==> src/rtl/lfsr_sched.sv <==
// lfsr_sched: round-robin scheduler sharing one 16-bit Fibonacci LFSR among
// NREQ requesters; each delivered word follows STEPS generator advances.
// Optional feature macro: LFSR_SCHED_STATS_EN adds the grant_count output.
module lfsr_sched #(
  parameter int unsigned NREQ       = 4,
  parameter int unsigned STEPS      = 4,
  parameter logic [15:0] RESET_SEED = 16'hACE1
) (
  input  logic             clk,
  input  logic             resetn,
  input  logic             seed_load,
  input  logic [15:0]      seed,
  input  logic [NREQ-1:0]  req,
  output logic [NREQ-1:0]  gnt,
  output logic             rnd_valid,
  output logic [15:0]      rnd_data,
  output logic             busy
`ifdef LFSR_SCHED_STATS_EN
  ,
  output logic [15:0]      grant_count
`endif
);

  localparam int unsigned LW = 16;
  localparam int unsigned IW = $clog2(NREQ);
  localparam int unsigned CW = 4;

  typedef enum logic [1:0] {
    S_IDLE  = 2'd0,
    S_STEP  = 2'd1,
    S_GRANT = 2'd2
  } state_t;

  state_t          state;
  logic [LW-1:0]   lfsr;
  logic [IW-1:0]   ptr;
  logic [IW-1:0]   winner;
  logic [CW-1:0]   cnt;

  logic            pick_found;
  logic [IW-1:0]   pick_idx;
  logic [LW-1:0]   seed_fixed;

  // One generator advance: shift left, feedback from taps 15, 12, 5, 0.
  function automatic logic [LW-1:0] lfsr_next(input logic [LW-1:0] q);
    return {q[14:0], q[15] ^ q[12] ^ q[5] ^ q[0]};
  endfunction

  // Requester index base+off, wrapped into 0..NREQ-1.
  function automatic logic [IW-1:0] rr_idx(input logic [IW-1:0] base,
                                           input int unsigned off);
    int unsigned s;
    s = 32'(base) + off;
    if (s >= NREQ) s = s - NREQ;
    return IW'(s);
  endfunction

  // The all-zero state locks the generator, so a zero seed becomes 1.
  assign seed_fixed = (seed == '0) ? LW'(1) : seed;

  // Round-robin pick: first pending request at or after ptr.
  always_comb begin
    pick_found = 1'b0;
    pick_idx   = '0;
    for (int unsigned i = 0; i < NREQ; i++) begin
      if (!pick_found && req[rr_idx(ptr, i)]) begin
        pick_found = 1'b1;
        pick_idx   = rr_idx(ptr, i);
      end
    end
  end

  // Scheduler FSM with registered grant, data and busy outputs.
  always_ff @(posedge clk or negedge resetn) begin
    if (!resetn) begin
      state     <= S_IDLE;
      lfsr      <= RESET_SEED;
      ptr       <= '0;
      winner    <= '0;
      cnt       <= '0;
      gnt       <= '0;
      rnd_valid <= 1'b0;
      rnd_data  <= '0;
      busy      <= 1'b0;
    end else begin
      gnt       <= '0;
      rnd_valid <= 1'b0;
      rnd_data  <= '0;
      if (seed_load) begin
        // Seeding wins everywhere and abandons any transaction in flight.
        lfsr  <= seed_fixed;
        state <= S_IDLE;
        busy  <= 1'b0;
      end else begin
        case (state)
          S_IDLE: begin
            if (pick_found) begin
              winner <= pick_idx;
              cnt    <= CW'(STEPS - 1);
              state  <= S_STEP;
              busy   <= 1'b1;
            end
          end
          S_STEP: begin
            lfsr <= lfsr_next(lfsr);
            if (cnt == '0) begin
              state <= S_GRANT;
            end else begin
              cnt <= CW'(cnt - CW'(1));
            end
          end
          S_GRANT: begin
            gnt       <= NREQ'(1) << winner;
            rnd_valid <= 1'b1;
            rnd_data  <= lfsr;
            ptr       <= rr_idx(winner, 1);
            state     <= S_IDLE;
            busy      <= 1'b0;
          end
          default: begin
            state <= S_IDLE;
            busy  <= 1'b0;
          end
        endcase
      end
    end
  end

`ifdef LFSR_SCHED_STATS_EN
  // Count issued grants; aborted transactions never reach the increment.
  always_ff @(posedge clk or negedge resetn) begin
    if (!resetn) begin
      grant_count <= '0;
    end else if (!seed_load && state == S_GRANT) begin
      grant_count <= 16'(grant_count + 16'd1);
    end
  end
`endif

endmodule
==> config.mk <==
export PLATFORM = sky130hd
export DESIGN_NAME = lfsr_sched
export DESIGN_NICKNAME = d
export VERILOG_FILES = /design/src/rtl/lfsr_sched.sv
export SDC_FILE = /design/constraint.sdc
export NUM_CORES = 1
export LEC_CHECK = 0
export ABC_CLOCK_PERIOD_IN_PS = 1750
export BUFFER_PORTS_ARGS = -buffer_cell sky130_fd_sc_hd__buf_2
export CORE_MARGIN = 2
export CORE_UTILIZATION = 33
export DETAILED_ROUTE_END_ITERATION = 7
export PLACE_DENSITY = 0.55
export SLEW_MARGIN = 30
export SYNTH_ARGS = -nofsm -noshare
export SYNTH_HDL_FRONTEND = slang
export SYNTH_SLANG_ARGS = --single-unit
==> constraint.sdc <==
create_clock -name clk -period 1.75 [get_ports clk]
set_input_delay 0.175 -clock clk [delete_from_list [all_inputs] [get_ports clk]]
set_output_delay 0.175 -clock clk [all_outputs]
set_load 0.05 [all_outputs]
==> results by group <==
Yosys
  – #FFs+latches synth: 48
  – Async set-reset flop share out of synthesis: 100%
  – Prevailing post-synth register cell: dfrtp_1
  – Average cell area after synthesis: 11.6 sq um
  – Synth warn: 0
  – Post-Synthesis Cells: 182
  – Cell variety after synth: 38
  – Post-synthesis cell area: 2120 sq um
  – Register area share after synthesis: 57.2%
  – Synth Net Count: between 200 and 250
  – Post-synth EDFFs: 0

GRT
  – Largest net degree at the start of global routing: 49
  – Global-route wire length before repair: about 7.0 mm
  – GRT overflow: 0
  – Initial antenna violation count: 0
  – GRT Total Usage: around an eighth
  – Vias in the first global route: 1,504

Power and ir drop
  – Pwr/cell area: 1130 nW/um^2
  – Leakage power: 1.33 nW
  – Peak supply drop: 350 uV

Timing
  – RSZ-0062 raised after global routing: false
  – Max_slew headroom: between 60% and 70%
  – Final min period: 1.50 ns
  – Crit share post-route: a little under nine tenths
  – Max Clock Freq: 669 MHz
  – # setup viols final: 0
  – Max Slew Vio Count: 0
  – Final hold vios: 0
  – Slew of the pin with the lowest slew margin: 0.590 ns
  – TNS Setup: 0 ns
  – Final worst clock skew: about 0.0095 ns

Setup path
  – Crit-path max FO: 4
  – Worst Setup EP: cnt[1]
  – Setup crit start: cnt[0]
  – Data required time of the critical path: 1.93 ns
  – CP max-delay cell: dfrtp_1
  – Worst R2R End: cnt[1]
  – FF-to-FF setup slack: 0.25 ns
  – Crit path kind: reg2reg
  – Reg2Reg Depth: 7
  – Worst EP arrival: 1.67 ns
  – Kind of cell adding the most delay to the critical path: simple AND/OR/NAND/NOR gates
  – Critical path launch point type: flip-flop
  – FF-to-FF Start: cnt[0]
  – CP Capture Type: flip-flop
  – CP Depth: 7
  – CP cell instances: inv_1, ha_1, nor3b_1, buf_4, nor3_4, or2_1, a2bb2oi_1
  – Slowest stage delay, CP: 0.41 ns
  – Worst path bufs/invs: 2

Floorplanning
  – Die Height: 84.1 microns
  – I/O pins: between 40 and 50
  – Core Area: 6280 sq um
  – Initial core utilization: about 34%
  – Rows: 29
  – Die width: 84.1 microns
  – Die ar.: 7070 sq um

Run status
  – Outcome: finished, final reports clean

Cells and area
  – Post-route cell area: 2570 sq um
  – FILL cells: 651
  – Multi-input gate area: 831 sq um
  – Register Area: approximately 1200 sq um
  – Commonest non-fill, non-tap cell in the layout: buf_2
  – # nets final: 260
  – Layout area overhead: 21.5%
  – # diodes: 0
  – Most frequent cells in the layout: buf_2 (44), dfrtp_1 (40), and2_1 (20), o21ai_0 (18)
  – Share of cells above drive strength 1: a little under a third

Routing
  – WL final: 4.01 mm
  – TritonRoute pass-1 iters: 4
  – DRT antenna net count: 0
  – Starting DRT DRC Count: 68
  – Drt via density: between 4 and 5
  – DRC Markers: 0
  – Vias: 1,465
  – DR WL/cell: 12.9 microns

Clocking
  – H-tree levels: 2
  – Clock root buffer: clkbuf_8
  – Clk slew on worst S/H paths: 0.09 ns
  – CTS Buffer Depth: 2
  – TritonCTS clock tree: built
  – Post-CTS Resized: 0
  – Clock Latency Late Sink: approximately 0.30 ns
  – Num CTS Buffers: 5
  – Clock sink total: 48

Placed design
  – Final Wtd Congestion: 0.735
  – Final HPWL DP: 2.80 mm
  – Port bufs: 44
  – Dpl cell area: approximately 2400 sq um

Flow run
  – Max-cap violation count: 0

Min path
  – Hold crit path type: in2reg
final cells by class:
cell class,count,area share [%]
inverter,8,1.17
multi-input combinational,118,32.3
clock inverter,1,1.17
tap,77,3.75
clock buffer,7,3.75
timing repair buffer,51,10.7
sequential,48,47.1
metrics by stage:
stage	power [mW]	hold slack, ns	setup WS, ns	util [%]	cells
6_report	2.89	0.101	0.255	40.9	310
5_1_grt	3.09	0.0997	0.112	40.9	310
4_1_cts	2.94	0.0916	0.248	40.9	310
3_5_place_dp	2.06	0.315	0.272	38.8	301
3_3_place_gp	2.04	0.313	0.295	38.8	301
2_1_floorplan	1.88	-0.121	0.183	-	182
sequential cells by signal, summed over array words and instances, names as in the netlist:
signal and cells:
lfsr 16, rnd_data 16, cnt 4, gnt 4, ptr 2, state 2, winner 2, busy 1
rnd_valid 1
logic make-up after synthesis:
group / after synthesis / share of synthesized area [%]
adder cells (fa/ha/maj): 5 / 2.96
multiplexers: 16 / 7.57
AND/OR/NAND/NOR: 62 / 17.9
AO/OA/AOI/OAI: 32 / 8.99
XOR/XNOR: 3 / 1.89
buffers and inverters: 16 / 3.49
flip-flops: 48 / 57.2
power by group:
part / total [mW] / leakage [nW] / switching [mW] / internal, mW
Sequential: 1.42 / 0.607 / 0.138 / 1.28
Combinational: 0.605 / 0.656 / 0.325 / 0.281
Clock: 0.866 / 0.0645 / 0.362 / 0.504
Total: 2.89 / 1.33 / 0.825 / 2.07
synthesized netlist by cell type, drive strengths merged, types with 2 or more instances:
master / instances / area, sq um
dfrtp: 40 / 1000
and2: 20 / 125
o21ai: 18 / 90.1
mux2i: 16 / 160
nand2: 16 / 60.1
dfstp: 8 / 210
inv: 8 / 30.0
nor2: 7 / 26.3
nor4: 7 / 71.3
ha: 5 / 62.6
a21oi: 4 / 20.0
buf: 4 / 28.8
clkbuf: 4 / 15.0
nor3: 3 / 26.3
a221oi: 2 / 17.5
nand2b: 2 / 12.5
nor3b: 2 / 20.0
xnor2: 2 / 17.5
how the worst min path moves through the flow:
stage	startpoint	to	cells past startpoint
finish	seed[13]	lfsr[13]	3
global placement	resetn	rnd_data[11]	2
global route	seed[3]	lfsr[3]	3
CTS	seed[13]	lfsr[13]	3
floorplan	resetn	busy	0
detailed placement	resetn	rnd_data[11]	2
worst min-delay path, cell delays in order:
cell	delay, ns
buf_2	0.10
nand2_1	0.05
o21ai_0	0.07
per-layer routing:
layer / vias to the layer above / share of wire [%] / global-route usage, %
li1: 718 / - / -
met1: 709 / 46 / 15.8
met2: 31 / 48 / 20.3
met3: 7 / 4.6 / 3.36
met4: 0 / 1.6 / 4.40
met5: - / 0 / 0
what timing repair did:
| item | CTS | global route |
|---|---|---|
| setup buffers | 0 | 0 |
| hold endpoints to repair | 40 | 0 |
| hold buffers | 1 | 0 |
(Power assumes the default switching activity.)
